[src/rtl/div_pkg.sv]
// Shared types and constants for the sequential restoring divider.
// Latency: none (declarations only).
// Backpressure: not applicable.
package div_pkg;

    // Default operand width and the matching iteration-counter width.
    localparam int N_DEFAULT = 8;
    localparam int CNT_W     = $clog2(N_DEFAULT + 1);

    // Divider control states.
    typedef enum logic [1:0] {
        IDLE = 2'd0,
        RUN  = 2'd1,
        DONE = 2'd2
    } state_t;

    // Counter width needed to hold an iteration count of 0..n.
    function automatic int cnt_w(input int n);
        return $clog2(n + 1);
    endfunction

endpackage

[src/rtl/add_sub_unit.sv]
// W-bit ripple-carry adder/subtractor: i_m=0 gives a+b, i_m=1 gives a-b (two's complement).
// Latency: combinational.
// Backpressure: none; o_cout=1 in subtract mode means no borrow (a >= b).
module add_sub_unit #(
    parameter int W = 9
) (
    input  logic [W-1:0] i_a,
    input  logic [W-1:0] i_b,
    input  logic         i_m,
    output logic [W-1:0] o_sum,
    output logic         o_cout
);

    logic [W:0]   w_c;
    logic [W-1:0] w_bx;

    // Subtract mode inverts b and injects the +1 through the carry-in.
    assign w_c[0] = i_m;

    for (genvar g = 0; g < W; g++) begin : g_bit
        assign w_bx[g]    = i_b[g] ^ i_m;
        assign o_sum[g]   = i_a[g] ^ w_bx[g] ^ w_c[g];
        assign w_c[g + 1] = (i_a[g] & w_bx[g]) | (w_c[g] & (i_a[g] ^ w_bx[g]));
    end

    assign o_cout = w_c[W];

endmodule

[src/rtl/seq_restoring_divider.sv]
// Iterative unsigned N-bit restoring divider, one quotient bit per clock.
// Latency: start accepted at edge k -> done pulse after edge k+N+1 (k+1 for divide by zero).
// Backpressure: start is ignored while busy; a start during DONE is accepted back-to-back.
module seq_restoring_divider
    import div_pkg::*;
#(
    parameter int N = N_DEFAULT
) (
    input  logic         i_clk,
    input  logic         i_rst_n,
    input  logic         i_start,
    input  logic [N-1:0] i_dividend,
    input  logic [N-1:0] i_divisor,
    output logic         o_busy,
    output logic         o_done,
    output logic [N-1:0] o_quotient,
    output logic [N-1:0] o_remainder,
    output logic         o_div_by_zero
);

    localparam int CW = cnt_w(N);

    state_t          r_state;
    logic [N:0]      r_r;       // partial remainder, one guard bit wide
    logic [N-1:0]    r_q;       // dividend shifting out / quotient shifting in
    logic [N-1:0]    r_d;       // captured divisor
    logic [CW-1:0]   r_cnt;
    logic            r_dbz;

    logic [N:0]      w_r_sh;
    logic [N:0]      w_trial;
    logic            w_cout;
    logic            w_unused_msb;

    // R never reaches 2^N before the shift (R < D), so its guard bit is always
    // zero on entry to an iteration and is dropped by the shift.
    assign w_r_sh       = {r_r[N-1:0], r_q[N-1]};
    assign w_unused_msb = r_r[N];

    add_sub_unit #(
        .W (N + 1)
    ) u_add_sub (
        .i_a    (w_r_sh),
        .i_b    ({1'b0, r_d}),
        .i_m    (1'b1),
        .o_sum  (w_trial),
        .o_cout (w_cout)
    );

    // Control FSM, shift/iteration datapath and registered result outputs.
    always_ff @(posedge i_clk) begin
        if (!i_rst_n) begin
            r_state       <= IDLE;
            r_r           <= '0;
            r_q           <= '0;
            r_d           <= '0;
            r_cnt         <= '0;
            r_dbz         <= 1'b0;
            o_busy        <= 1'b0;
            o_done        <= 1'b0;
            o_quotient    <= '0;
            o_remainder   <= '0;
            o_div_by_zero <= 1'b0;
        end else begin
            o_done <= 1'b0;
            case (r_state)
                IDLE, DONE: begin
                    if (r_state == DONE) begin
                        o_done        <= 1'b1;
                        o_quotient    <= r_q;
                        o_remainder   <= r_r[N-1:0];
                        o_div_by_zero <= r_dbz;
                    end
                    if (i_start) begin
                        r_d   <= i_divisor;
                        r_cnt <= '0;
                        if (i_divisor == '0) begin
                            // Zero divisor skips RUN; DONE reports all-ones / dividend.
                            r_dbz   <= 1'b1;
                            r_q     <= '1;
                            r_r     <= {1'b0, i_dividend};
                            r_state <= DONE;
                            o_busy  <= 1'b0;
                        end else begin
                            r_dbz   <= 1'b0;
                            r_q     <= i_dividend;
                            r_r     <= '0;
                            r_state <= RUN;
                            o_busy  <= 1'b1;
                        end
                    end else begin
                        r_state <= IDLE;
                        o_busy  <= 1'b0;
                    end
                end
                RUN: begin
                    // Keep the trial difference only when it did not borrow.
                    r_r   <= w_cout ? w_trial : w_r_sh;
                    r_q   <= {r_q[N-2:0], w_cout};
                    r_cnt <= r_cnt + CW'(1);
                    if (r_cnt == CW'(N - 1)) begin
                        r_state <= DONE;
                        o_busy  <= 1'b0;
                    end
                end
                default: begin
                    r_state <= IDLE;
                    o_busy  <= 1'b0;
                end
            endcase
        end
    end

endmodule

[config.mk]
export PLATFORM = sky130hd
export DESIGN_NAME = seq_restoring_divider
export DESIGN_NICKNAME = d
export VERILOG_FILES = /design/src/rtl/div_pkg.sv /design/src/rtl/add_sub_unit.sv /design/src/rtl/seq_restoring_divider.sv
export SDC_FILE = /design/constraint.sdc
export NUM_CORES = 1
export LEC_CHECK = 0
export CORE_MARGIN = 1
export CORE_UTILIZATION = 52
export DETAILED_ROUTE_END_ITERATION = 8
export PLACE_DENSITY_LB_ADDON = 0.12
export SETUP_SLACK_MARGIN = 0.5
export SLEW_MARGIN = 20
export SYNTH_ARGS = -nofsm -noshare
export SYNTH_HDL_FRONTEND = slang
export SYNTH_SLANG_ARGS = --single-unit
[constraint.sdc]
create_clock -name i_clk -period 5.2 [get_ports i_clk]
set_input_delay 0.78 -clock i_clk [delete_from_list [all_inputs] [get_ports i_clk]]
set_output_delay 0.78 -clock i_clk [all_outputs]
set_load 0.05 [all_outputs]
# After elaboration in Yosys (flattened, before gate mapping)
# Index checks and enable logic that the tools add are counted.
[word_totals] regBits=50 input_bits=19 elab_cells=94 out_inout_bits=19
[classes] n_eq_ne=5 n_reduce_logical=8 muxes=19 bitwise=50 addsub=1
[op_table] cell="8-bit 2-to-1 mux" count=5
[op_table] cell="8-bit one-hot mux with 2 select lines" count=2
[op_table] cell="1-bit bitwise AND" count=16
[op_table] cell="1-bit bitwise XOR" count=15
[op_table] cell="1-bit inverter" count=10
[op_table] cell="1-bit OR" count=9
[op_table] cell="8-bit zero test" count=1
[op_table] cell="4-bit one-hot mux with 2 select lines" count=1
[op_table] cell="2-bit AND reduction" count=4
[op_table] cell="2-bit 2-to-1 mux" count=3
[op_table] cell="1-bit 2-to-1 mux" count=5
[op_table] cell="4-bit by 1-bit adder with 4-bit output, second input constant" count=1
[op_table] cell="4-bit by 3-bit == test with 1-bit output, second input constant" count=1
[op_table] cell="4-bit 2-to-1 mux" count=1
[op_table] cell="2-bit != test, second input constant" count=2
[op_table] cell="2-bit one-hot mux with 2 select lines" count=1
[op_table] cell="2-bit by 1-bit == test with 1-bit output, second input constant" count=1
[op_table] cell="2-bit == test, second input constant" count=1
[op_table] cell="2-bit zero test" count=1
[op_table] cell="1-bit one-hot mux with 2 select lines" count=1
[op_table] cell="2-bit nonzero test" count=1
[op_table] cell="2-bit OR reduction" count=1

# Logic depth before layout (Yosys ltp)
# Gate-level depths: netlist of run 1.
[depth] word_depth=21 depth_mapped=18 ltp_nobuf=16

# Hierarchy
# From an unflattened synthesis of run 1, not the netlist that was laid out.
[unflattened] cells_unflattened=279 hier_area_um2=2418.6
[by_module_without_submodules] module="seq_restoring_divider" cells_each=246 seq_area_each_um2=1001.0 area_each_um2=2104.5 instances=1
[by_module_without_submodules] module="add_sub_unit" cells_each=33 seq_area_each_um2=0.0 area_each_um2=314.1 instances=1

# Worst setup path before layout of run 1
# No wires, ideal clock.
[synth_timing] path_type="flip-flop to flip-flop" start="register r_q[7]" end="register r_r[7]" path_buffers=0 required_ps=5078 stages_incl_launch_ff=16 setup_time_ps=122 slack_ps=1545 period_less_slack_ps=3655 arrival_time_ps=3533 cell_sequence="dfxtp_1 inv_1 ha_1 fa_1 fa_1 fa_1 fa_1 inv_1 fa_1 inv_1 fa_1 inv_1 fa_1 mux2i_1 nor2_1 a221o_1"
[synth_between] elab_chain_cells=20 word_cells_on_any_way=22 cone_classes="mux (2); bitwise (20)"
[synth_lines] item="start: declaration" line_no="seq_restoring_divider.sv:25" source="logic [N-1:0] r_q;"
[synth_lines] item="start signal: assignment" line_no="seq_restoring_divider.sv:86" source="r_q <= i_dividend;"
[synth_lines] item="start signal: assignment" line_no="seq_restoring_divider.sv:99" source="r_q <= {r_q[N-2:0], w_cout};"
[synth_lines] item="1-bit bitwise AND or 1-bit bitwise XOR (tied branches)" line_no="add_sub_unit.sv:23" source="assign w_c[g + 1] = (i_a[g] & w_bx[g]) | (w_c[g] & (i_a[g] ^ w_bx[g]));"
[synth_lines] item="1-bit OR *" line_no="add_sub_unit.sv:23"
[synth_lines] item="1-bit bitwise AND *" line_no="add_sub_unit.sv:23"
[synth_lines] item="1-bit OR *" line_no="add_sub_unit.sv:23"
[synth_lines] item="1-bit bitwise AND *" line_no="add_sub_unit.sv:23"
[synth_lines] item="1-bit OR *" line_no="add_sub_unit.sv:23"
[synth_lines] item="1-bit bitwise AND *" line_no="add_sub_unit.sv:23"
[synth_lines] item="1-bit OR *" line_no="add_sub_unit.sv:23"
[synth_lines] item="[4 not listed]"
[synth_lines] item="1-bit bitwise AND *" line_no="add_sub_unit.sv:23"
[synth_lines] item="1-bit OR *" line_no="add_sub_unit.sv:23"
[synth_lines] item="1-bit bitwise AND" line_no="add_sub_unit.sv:23"
[synth_lines] item="1-bit OR" line_no="add_sub_unit.sv:23"
[synth_lines] item="1-bit bitwise AND" line_no="add_sub_unit.sv:23"
[synth_lines] item="1-bit OR" line_no="add_sub_unit.sv:23"
[synth_lines] item="8-bit 2-to-1 mux *" line_no="seq_restoring_divider.sv:98" source="r_r <= w_cout ? w_trial : w_r_sh;"
[synth_lines] item="8-bit one-hot mux with 2 select lines *" line_no="seq_restoring_divider.sv:66" source="case (r_state)"
[synth_lines] item="end signal: assignment" line_no="seq_restoring_divider.sv:81" source="r_r <= {1'b0, i_dividend};"
[synth_lines] item="end signal: assignment" line_no="seq_restoring_divider.sv:98"
[synth_lines] item="end: declaration" line_no="seq_restoring_divider.sv:24" source="logic [N:0] r_r;"
# Mark *: on every way between the ends. The rest lies on a longest branch, timed or not.
# A chain may end at the register's enable or synchronous reset.

# Worst setup path after layout of run 1
# Same ends and word-level chain as after synthesis.

==> summary.md, run 1 <==
| Metric | Value |
|---|---|
| Outcome | complete, no violations |
| Overall die height | 67.0 um |
| Max Cap Viol | 0 |
| Finished Core Util | 65.8% |
| Top cells by area, synth | dfxtp_1 46%, nand2_1 8.9%, a21oi_1 8.4% |
| CP peak stage delay | 0.40 ns |
| # DRC | 0 |
| CP Buf/Inv Count | 4 |
| Mapped Area | 2190 sq um |
| Global-route wire length before repair | 6870 um |
| RR Endpoint | r_r[7]$_SDFFE_PN0P_ |
| Synth area leader | dfxtp_1 |
| Critical Path Fanout Max | 15 |
| Final Max Slew Viols | 0 |
| RR Startpoint | r_q[7]$_SDFFE_PN0P_ |
| CTS sink count | 50 |
| Antenna violations before repair | 0 |
| Mapped Nets | 276 |
| Pwr Density | 309 nW/um^2 |
| Max clock buf depth | 2 |
| Share of layout cells above drive strength 1 | 5.71% |
| Area delta synth->final | 20.8% |
| Cells on Worst Hold Path | 2 |
| Final Critical Period | 4.03 ns |
| Clock buffer count from CTS | 5 |
| Slowest stage cell, crit path | or2_1 |
| Post-synthesis cell type count | 30 |
| Nets@finish | 307 |
| Total wire length | 4140 um |
| Hold buffers post-CTS | 0 |
| Placer congestion estimate | 0.801 |
| FP Rows | 23 |
| ANT cells | 0 |
| CTS root buf | clkbuf_8 |
| Syn_area_per_cell | 8.85 sq um |
| Fraction of registers with async set/reset | 0% |
| Reg clk slew, reported paths | 0.09 ns |
| Maximum vdd drop | 0.194 mV |
| Seq/Total Area, Yosys | 45.6% |
| Total GRT Usage | 20.9% |
| Slew @ Worst Pin | 0.797 ns |
| Crit Path Category | reg -> reg |
| EDFF count, synth | 0 |
| Setup crit end kind | register |
| R2R depth | 16 |
| Most frequent cell after synthesis | nand2_1 |
| Leak pwr | 0.940 nW |
| Worst path cell trace | inv_1, ha_1, fa_1, fa_1, fa_1, fa_1, inv_1, fa_1, inv_1, fa_1, inv_1, fa_1, or2_1, mux2i_1, nor2_1, a221o_1 |
| Wire per inst | 12.5 um |
| Worst R2R Setup Slack | 1.17 ns |
| I/O Pins | 38 |
| Pin count of the biggest net entering global routing | 26 |
| Setup TNS | 0 ns |
| Hold Path End | o_remainder[6]$_SDFFE_PN0P_ |
| Vias | 1742 |
| 1st-pass router iterations | 4 |
| Commonest cells in the synthesized netlist | 52 x nand2_1, 50 x dfxtp_1, 37 x a21oi_1, 21 x nor2_1, 12 x inv_1 |
| CTS HTree Levels | 2 |
| Number of synthesis warnings | 0 |
| Clock Skews | 0.00403 ns |
| Worst hold start | o_remainder[6]$_SDFFE_PN0P_ |
| Die area | 4480 sq um |
| Number of register bits inferred by synthesis | 50 |
| Max Freq | 248 MHz |
| DRT iter0 DRCs | 101 |
| Critical path's top delay family | adder cells |
| Min-Delay Path Class | reg -> reg |
| Most common flop cell mapped by yosys | dfxtp_1 |
| Period utilisation layout | 77.5% |
| Mapped Cells | 248 |
| CP Data Arrival Time | 4.23 ns |
| Core region area | 4030 sq um |
| Filler cells | 379 |
| RSZ-0062 raised after global routing | false |
| Starting Density | 54.5% |
| Worst skew pair latency | 0.30 ns |
| CTS tree | built |
| Die W | 67.0 um |
| Final hold vios | 0 |
| Port-buffer cells | 37 |
| Hpwl dp | 3060 um |
| CP startpoint kind | register |
| Grt ovf | 0 |
| CP dominant cell by count | fa_1 |
| Vias per inst | 5.28 |
| Antenna-violating nets left | 0 |
| CP Data Required Time | 5.40 ns |
| Vias in the first global route | 1443 |
| Max-slew headroom | 46.8% |
| Final setup viols | 0 |
| Setup bufs post-CTS | 0 |
| Top-area cell type share of the netlist area | 45.6% |
| Cts repair resizes | 0 |
## layout by cell type (no fill, tap or decap)
cell type        Yosys  final
nor4_4               2      2
a21oi_1             37     37
dfxtp_1             50     50
nand2_1             52     52
clkinv_1             1      1
nand3_4              1      1
clkinvlp_4           0      1
nor2b_1              2      1
nor2_4               1      1
ha_1                 2      2
mux2i_1              3      3
inv_1               12     12
nor2b_2              0      1
nand2b_1             3      3
buf_4                2      1
nor2_1              21     21
nand4_1              1      1
a211oi_1             8      8
or2_1                1      1
a221o_1              8      8
clkbuf_8             0      6
fa_1                 7      7
a22oi_1              1      1
clkdlybuf4s50_1      0     37
o21ai_0              9      9
o22a_1               7      7
nor2_2               1      1
a31oi_1              1      1
and2b_1              1      1
clkinv_2             0      1
nand3b_1             1      1
nand2_4              1      1
## worst max path at each step
stage,to,startpoint,cells past startpoint
final,r_r[7]$_SDFFE_PN0P_,r_q[7]$_SDFFE_PN0P_,16
after detailed placement,r_r[5]$_SDFFE_PN0P_,r_q[7]$_SDFFE_PN0P_,16
after global placement,r_r[5]$_SDFFE_PN0P_,r_q[7]$_SDFFE_PN0P_,16
after global routing,r_r[7]$_SDFFE_PN0P_,r_q[7]$_SDFFE_PN0P_,16
after CTS,r_r[5]$_SDFFE_PN0P_,r_q[7]$_SDFFE_PN0P_,16
after floorplan,r_r[7]$_SDFFE_PN0P_,r_q[7]$_SDFFE_PN0P_,15
## per-layer routing
layer	global-route usage (%)	vias up	share of wire (%)
met5	0	-	0
met4	8.78	0	2.1
met3	5.14	7	3.6
met2	30.9	39	44
met1	28.7	790	51
li1	-	906	-
## report_power, final
group,internal [mW],switching (mW)
sequential,0.406,0.0196
combinational,0.0661,0.0901
clock,0.107,0.130
total,0.579,0.240
## flip-flops by register name (all words and copies together) (netlist names)
register,flops
r_cnt,4
o_quotient,8
r_r,8
o_div_by_zero,1
r_q,8
r_d,8
o_remainder,8
r_dbz,1
o_busy,1
o_done,1
r_state,2
## cells by family (layout without fill, tap and decap cells)
family	count (synthesis)	count (layout)	synth area share, %
simple gates	88	88	19.2
compound gates	71	71	20.3
flops	50	50	45.6
buf+inv	27	59	5.99
fa+ha+maj	9	9	7.53
mux	3	3	1.37
## stage by stage
step                      instances  instance area [sq um]  power, mW  hold slack (ns)  setup slack [ns]
after floorplan                 248                   2190      0.560            0.432              1.54
after global placement          322                   2550      0.587            0.442              1.23
after detailed placement        322                   2550      0.590            0.447              1.17
after CTS                       330                   2650      0.822            0.459              1.16
after global routing            330                   2650      0.860            0.484             0.926
final                           330                   2650      0.818            0.456              1.17
## worst register-to-register path: cells and delay by family (launching register included)
kind,cells,cell delay [ns]
compound gates,1,0.25
fa+ha+maj,8,2.36
buf+inv,4,0.25
flops,1,0.38
mux,1,0.24
simple gates,2,0.45
## layout make-up
type	instances	area (sq um)	area share [%]
Inverter	13	48.8	1.84
Sequential cell	50	1000	37.8
Clock inverter	2	12.5	0.472
Tap cell	50	62.6	2.36
Multi-Input combinational cell	171	1060	40.2
Timing Repair Buffer	38	378	14.3
Clock buffer	6	82.6	3.12
Power figures use the tool's default switching activity.
==> run 2: changes to the inputs <==
Clock period 5.2 ns to 3.83 ns, I/O delays scaled along.
==> run 2 against run 1 <==
Total power rose by 37%; register-to-register slack got worse by 0.86 ns; via count shrank 0.17%; clock skew rose by 0.0062 ns; wire length grew 4.3%; die area unchanged; sequential cell count did not move; non-clock buffer count up 2; count of clock-buffer cells in the layout is the same; core utilization rose by 1.1 points; largest cell class unchanged.
==> summary.md, run 2 (synthesized netlist as in run 1, its figures left out) <==
| Metric | Value |
|---|---|
| Core region area | 4030 sq um (unchanged) |
| Final Hold Slack | 0.455 ns (-0.000419 ns) |
| FF+latch area | 1000 sq um (+0.25%) |
| Hold Path End | o_div_by_zero$_SDFFE_PN0P_ |
| Most common cell after layout, fill and taps aside | nand2_1 |
| Starting Density | 54.5% (unchanged) |
| Placed cells | 323 (+0.31%) |
| Vias in the first global route | 1452 (+0.62%) |
| DRT iter0 DRCs | 99 (-2.0%) |
| ANT cells | 0 (unchanged) |
| Grt met1 use | 29.1% (+0.32 points) |
| Die area | 4480 sq um (unchanged) |
| Maximum vdd drop | 0.273 mV (+41%) |
| Max Freq | 284 MHz (+15%) |
| GR Util met2 | 32.1% (+1.1 points) |
| CTS root buf | clkbuf_8 |
| CP startpoint kind | register |
| Min-Delay Path Class | reg -> reg |
| Total wire length | 4320 um (+4.3%) |
| Max Cap Viol | 0 (unchanged) |
| NetSw | 330 uW (+38%) |
| Outcome | complete, no violations |
| Non-filler instance count after layout | 332 (+0.61%) |
| # DRC | 0 (unchanged) |
| Nets@finish | 309 (+0.65%) |
| Vias per inst | 5.24 (-0.77%) |
| Worst skew pair latency | 0.30 ns (about the same) |
| Clock power share | 26.7% (-2.3 points) |
| Port-buffer cells | 37 (unchanged) |
| Area delta synth->final | 22.7% |
| Total GRT Usage | 21.0% (+0.036 points) |
| Wire per inst | 13.0 um (+3.6%) |
| Clock buffer count from CTS | 5 (unchanged) |
| Final Max Slew Viols | 0 (unchanged) |
| CTS sink count | 50 (unchanged) |
| Multi-input logic area | 1090 sq um (+2.8%) |
| Period utilisation layout | 91.8% (+14 points) |
| Leak pwr | 0.943 nW (+0.36%) |
| Seq pwr share | 51.7% (-0.3 points) |
| Max-slew headroom | 46.6% (-0.16 points) |
| Final total power | 1.12 mW (+37%) |
| Slew @ Worst Pin | 0.799 ns (+0.00234 ns) |
| 1st-pass router iterations | 4 (unchanged) |
| Most frequent cells in the layout | 52 x nand2_1, 48 x dfxtp_1, 37 x a21oi_1, 37 x clkdlybuf4s50_1, 21 x nor2_1 |
| Cells on Worst Hold Path | 2 (unchanged) |
| Hpwl dp | 3130 um (+2.5%) |
| Clock Skews | 0.0102 ns (+0.00621 ns) |
| Final Critical Period | 3.52 ns (-0.512 ns) |
| CTS HTree Levels | 2 (unchanged) |
| Pin count of the biggest net entering global routing | 30 (+15%) |
| Sw Share | 29.5% (+0.20 points) |
| Setup crit end kind | register |
| Share of layout cells above drive strength 1 | 11.0% (+5.3 points) |
| Post-Place Worst Slack | 0.242 ns (-0.930 ns) |
| Internal power | 789 uW (+36%) |
| Antenna violations before repair | 0 (unchanged) |
| Grt ovf | 0 (unchanged) |
| Max clock buf depth | 2 (unchanged) |
| Grt peak-use layer | met2 |
| Vias | 1739 (-0.17%) |
| CTS tree | built |
| RSZ-0062 raised after global routing | true |
| Finished Core Util | 66.8% (+1.1 points) |
| Reg clk slew, reported paths | 0.09 ns (about the same) |
| FP Rows | 23 (unchanged) |
| Final hold vios | 0 (unchanged) |
| Placer congestion estimate | 0.797 (-0.52%) |
| Worst R2R Setup Slack | 0.31 ns (-0.86 ns) |
| Die W | 67.0 um (unchanged) |
| Comb pwr share | 21.6% (+2.5 points) |
| R2R depth | 15 (-1) |
| Filler cells | 356 (-6.1%) |
| Final Cell Area | 2690 sq um (+1.6%) |
| Final setup viols | 0 (unchanged) |
| Critical Path Fanout Max | 2 (-13) |
| CP Data Required Time | 4.03 ns (-1.37 ns) |
| RR Startpoint | r_q[7]$_SDFFE_PN0P_ |
| Antenna-violating nets left | 0 (unchanged) |
| Post-DP Area | 2590 sq um (+1.4%) |
| Hold buffers post-CTS | 0 (unchanged) |
| Pwr Density | 415 nW/um^2 (+35%) |
| Crit Path Category | reg -> reg |
| Overall die height | 67.0 um (unchanged) |
| I/O Pins | 38 (unchanged) |
| RR Endpoint | r_r[7]$_SDFFE_PN0P_ |
| Met3 Use GR | 5.48% (+0.34 points) |
| Final setup margin | 0.313 ns (-0.858 ns) |
| CP Data Arrival Time | 3.72 ns (-0.51 ns) |
| Global-route wire length before repair | 6980 um (+1.6%) |
| Worst hold start | r_dbz$_SDFFE_PN0P_ |
| Setup TNS | 0 ns (unchanged) |
==> run 2: changes by cell type in the layout (fill, tap and decap cells not counted), moves of 2 or more <==
| cell | delta |
|---|---|
| inv_1 | -4 |
| inv_2 | +4 |
| fa_1 | -6 |
| dfxtp_2 | +2 |
| dfxtp_1 | -2 |
| fa_2 | +6 |
==> run 2: per-layer routing <==
metal	vias to the layer above	part of all wire, %
met1	780	50
met5	-	0
met4	0	0.72
li1	911	-
met3	4	4.4
met2	44	45
==> run 2: area by class of cell <==
| cell class | instances | share of cell area, % |
|---|---|---|
| Tap cell | 50 | 2.32 |
| Timing Repair Buffer | 40 | 14.7 |
| Sequential cell | 50 | 37.3 |
| Clock inverter | 2 | 0.511 |
| Inverter | 13 | 1.81 |
| Multi-Input combinational cell | 171 | 40.7 |
| Clock buffer | 6 | 2.70 |
==> run 2: worst max-delay path by stage <==
stage                             start  slack, ns                  end  cells after the start
finish              r_q[7]$_SDFFE_PN0P_       0.31  r_r[7]$_SDFFE_PN0P_                     15
detailed placement  r_q[7]$_SDFFE_PN0P_       0.24  r_r[3]$_SDFFE_PN0P_                     17
global route        r_q[7]$_SDFFE_PN0P_       0.20  r_r[7]$_SDFFE_PN0P_                     15
floorplan           r_q[7]$_SDFFE_PN0P_       0.40  r_r[5]$_SDFFE_PN0P_                     17
global placement    r_q[7]$_SDFFE_PN0P_       0.29  r_r[0]$_SDFFE_PN0P_                     16
CTS                 r_q[7]$_SDFFE_PN0P_       0.34  r_r[7]$_SDFFE_PN0P_                     15
==> run 2: worst max-delay path, stage by stage (launching register included) <==
cell,delay (ns)
dfxtp_2,0.35
inv_2,0.05
ha_4,0.15
fa_2,0.33
fa_2,0.35
fa_2,0.35
fa_2,0.34
inv_2,0.06
fa_2,0.18
inv_2,0.04
fa_2,0.32
inv_2,0.06
fa_1,0.40
mux2i_1,0.16
nor2_1,0.05
a221o_1,0.26
==> run 2: timing repair <==
action	4_1_cts	5_1_grt
setup endpoints to repair	9	9
setup buffers	1	0
gates cloned	0	0
gates resized for setup	3	0
pin swaps	1	1
==> run 2: power by group through the flow <==
| stage | Clock, mW | Combinational (mW) | Sequential [mW] |
|---|---|---|---|
| floorplan | 0 | 0.173 | 0.596 |
| global placement | 0 | 0.225 | 0.589 |
| detailed placement | 0 | 0.230 | 0.590 |
| CTS | 0.305 | 0.241 | 0.578 |
| global route | 0.325 | 0.271 | 0.583 |
| finish | 0.298 | 0.242 | 0.578 |
==> run 3: changes to the inputs <==
Settings changed: REMOVE_ABC_BUFFERS set to 1.
==> run 3 against run 2 <==
Die area stayed put; sequential power barely moved; critical path depth unchanged; cell count grew 0.90%; hold slack improved by 0.00075 ns; clock skew decreased by 0.00063 ns; critical path type unchanged.
==> summary.md, run 3 (synthesized netlist as in run 1, its figures left out) <==
| Metric | Value |
|---|---|
| Grt ovf | 0 (unchanged) |
| Post-DP Area | 2580 sq um (-0.24%) |
| Filler cells | 360 (+1.1%) |
| Final hold vios | 0 (unchanged) |
| CTS root buf | clkbuf_8 |
| Area delta synth->final | 25.8% |
| Clock buffer count from CTS | 5 (unchanged) |
| Most common cell after layout, fill and taps aside | nand2_1 |
| CP dominant cell by count | fa_2 |
| Antenna-violating nets left | 0 (unchanged) |
| Final setup viols | 0 (unchanged) |
| Worst hold start | o_remainder[6]$_SDFFE_PN0P_ |
| RR Endpoint | r_r[7]$_SDFFE_PN0P_ |
| 1st-pass router iterations | 4 (unchanged) |
| Worst skew pair latency | 0.31 ns (about the same) |
| CTS HTree Levels | 2 (unchanged) |
| Overall die height | 67.0 um (unchanged) |
| Max Freq | 276 MHz (-3.0%) |
| Wire per inst | 15.2 um (+17%) |
| CP Data Required Time | 4.04 ns (about the same) |
| Pwr Density | 442 nW/um^2 (+6.4%) |
| Min-Delay Path Class | reg -> reg |
| Reg clk slew, reported paths | 0.09 ns (about the same) |
| Final Critical Period | 3.63 ns (+0.109 ns) |
| Global-route wire length before repair | 8070 um (+16%) |
| DRT iter0 DRCs | 138 (+39%) |
| Total GRT Usage | 25.2% (+4.2 points) |
| Hold Path End | o_remainder[6]$_SDFFE_PN0P_ |
| Most frequent cells in the layout | 52 x nand2_1, 48 x dfxtp_1, 37 x a21oi_1, 37 x clkdlybuf4s50_1, 21 x nor2_1 |
| Final Cell Area | 2760 sq um (+2.5%) |
| Cells on Worst Hold Path | 2 (unchanged) |
| CTS tree | built |
| Hold buffers post-CTS | 0 (unchanged) |
| Max-slew headroom | 45.6% (-1.0 points) |
| Hpwl dp | 3370 um (+7.8%) |
| CP Data Arrival Time | 3.83 ns (+0.11 ns) |
| Die area | 4480 sq um (unchanged) |
| Critical Path Fanout Max | 2 (unchanged) |
| Share of layout cells above drive strength 1 | 12.3% (+1.3 points) |
| Outcome | complete, no violations |
| Worst R2R Setup Slack | 0.20 ns (-0.11 ns) |
| Final setup margin | 0.204 ns (-0.109 ns) |
| Clock Skews | 0.00961 ns (-0.000632 ns) |
| Die W | 67.0 um (unchanged) |
| Period utilisation layout | 94.7% (+2.8 points) |
| Finished Core Util | 68.5% (+1.7 points) |
| Seq pwr share | 47.5% (-4.2 points) |
| Port-buffer cells | 37 (unchanged) |
| CP peak stage delay | 0.41 ns (about the same) |
| I/O Pins | 38 (unchanged) |
| CTS sink count | 50 (unchanged) |
| Placer congestion estimate | 0.822 (+3.1%) |
| Pin count of the biggest net entering global routing | 41 (+37%) |
| Nets@finish | 312 (+0.97%) |
| FP Rows | 23 (unchanged) |
| Starting Density | 54.5% (unchanged) |
| Vias in the first global route | 1702 (+17%) |
| Antenna violations before repair | 0 (unchanged) |
| RR Startpoint | r_q[7]$_SDFFE_PN0P_ |
| Leak pwr | 0.977 nW (+3.5%) |
| R2R depth | 15 (unchanged) |
| Maximum vdd drop | 0.269 mV (-1.5%) |
| Max clock buf depth | 2 (unchanged) |
| Total wire length | 5100 um (+18%) |
| Comb pwr share | 24.1% (+2.5 points) |
| Post-Place Worst Slack | -0.0202 ns (-0.262 ns) |
| Slew @ Worst Pin | 0.816 ns (+0.0168 ns) |
| # DRC | 0 (unchanged) |
| Vias | 1851 (+6.4%) |
| RSZ-0062 raised after global routing | true |
| Slowest stage cell, crit path | fa_1 |
| Final Max Slew Viols | 0 (unchanged) |
| ANT cells | 0 (unchanged) |
| Setup crit end kind | register |
| Core region area | 4030 sq um (unchanged) |
| Worst path cell trace | inv_2, ha_4, fa_2, fa_2, fa_2, fa_2, inv_2, fa_2, inv_2, fa_2, inv_2, fa_1, mux2i_1, nor2_1, a221o_1 |
| Vias per inst | 5.53 (+5.5%) |
| Setup TNS | 0 ns (unchanged) |
| Clock power share | 28.5% (+1.8 points) |
| Setup bufs post-CTS | 0 (-1) |
| Crit Path Category | reg -> reg |
| NetSw | 362 uW (+9.9%) |
| CP startpoint kind | register |
| Internal power | 857 uW (+8.7%) |
| Max Cap Viol | 0 (unchanged) |
| Sw Share | 29.7% (+0.23 points) |
## run 3: changes by cell type in the layout (fill, tap and decap cells not counted), sizes merged
cell and change:
clkinv -1, clkbuf +1, buf +3
## run 3: worst max-delay path by stage
stage	from	endpoint	slack, ns	cells after the start
2_1_floorplan	r_q[7]$_SDFFE_PN0P_	r_r[5]$_SDFFE_PN0P_	0.004	16
3_3_place_gp	r_q[7]$_SDFFE_PN0P_	r_r[7]$_SDFFE_PN0P_	0.08	15
3_5_place_dp	r_q[7]$_SDFFE_PN0P_	r_r[4]$_SDFFE_PN0P_	-0.02	17
4_1_cts	r_q[7]$_SDFFE_PN0P_	r_r[7]$_SDFFE_PN0P_	0.26	15
5_1_grt	r_q[7]$_SDFFE_PN0P_	r_r[7]$_SDFFE_PN0P_	0.08	15
6_report	r_q[7]$_SDFFE_PN0P_	r_r[7]$_SDFFE_PN0P_	0.20	15
## run 3: final cells by class
cell class                      count  area [sq um]  area share, %
Multi-Input combinational cell    171          1100           39.8
Sequential cell                    50          1000           36.4
Timing Repair Buffer               43           443           16.0
Clock buffer                        7          96.3           3.49
Tap cell                           50          62.6           2.27
Inverter                           13          48.8           1.77
Clock inverter                      1          8.76          0.317
## run 3: critical path, delay by kind of cell (launching register included)
kind                     cells  cell delay [ns]
buffers and inverters        4             0.20
multiplexers                 1             0.16
flip-flops                   1             0.34
AO/OA/AOI/OAI                1             0.26
AND/OR/NAND/NOR              1             0.06
adder cells (fa/ha/maj)      8             2.50
## run 3: stage by stage
stage / hold slack [ns] / std cells / power, mW
after global routing: 0.475 / 335 / 1.28
final: 0.456 / 335 / 1.22
after floorplan: 0.432 / 234 / 0.735
after global placement: 0.442 / 326 / 0.815
after CTS: 0.460 / 335 / 1.21
after detailed placement: 0.448 / 326 / 0.825
## run 3: what timing repair did
action / 4_1_cts / 5_1_grt
resized for setup: 19 / 0
setup endpoints to repair: 9 / 9
cloned: 1 / 0
pin swaps: 2 / 2
## run 3: power groups by stage
stage                     clock network [mW]  registers (mW)  logic, mW
after floorplan                            0           0.594      0.140
after global placement                     0           0.588      0.227
after detailed placement                   0           0.589      0.236
after CTS                              0.349           0.578      0.288
after global routing                   0.371           0.584      0.323
final                                  0.347           0.579      0.294
## run 3: per-layer routing
metal  share of wire, %  wire length [um]  GRT usage, %  up-vias
met1                 45              2310          30.4      878
li1                   -                 -             -      913
met4                2.8               143          13.0        0
met3                4.1               208          5.48       13
met5                  0                 0             0        -
met2                 48              2440          41.5       47
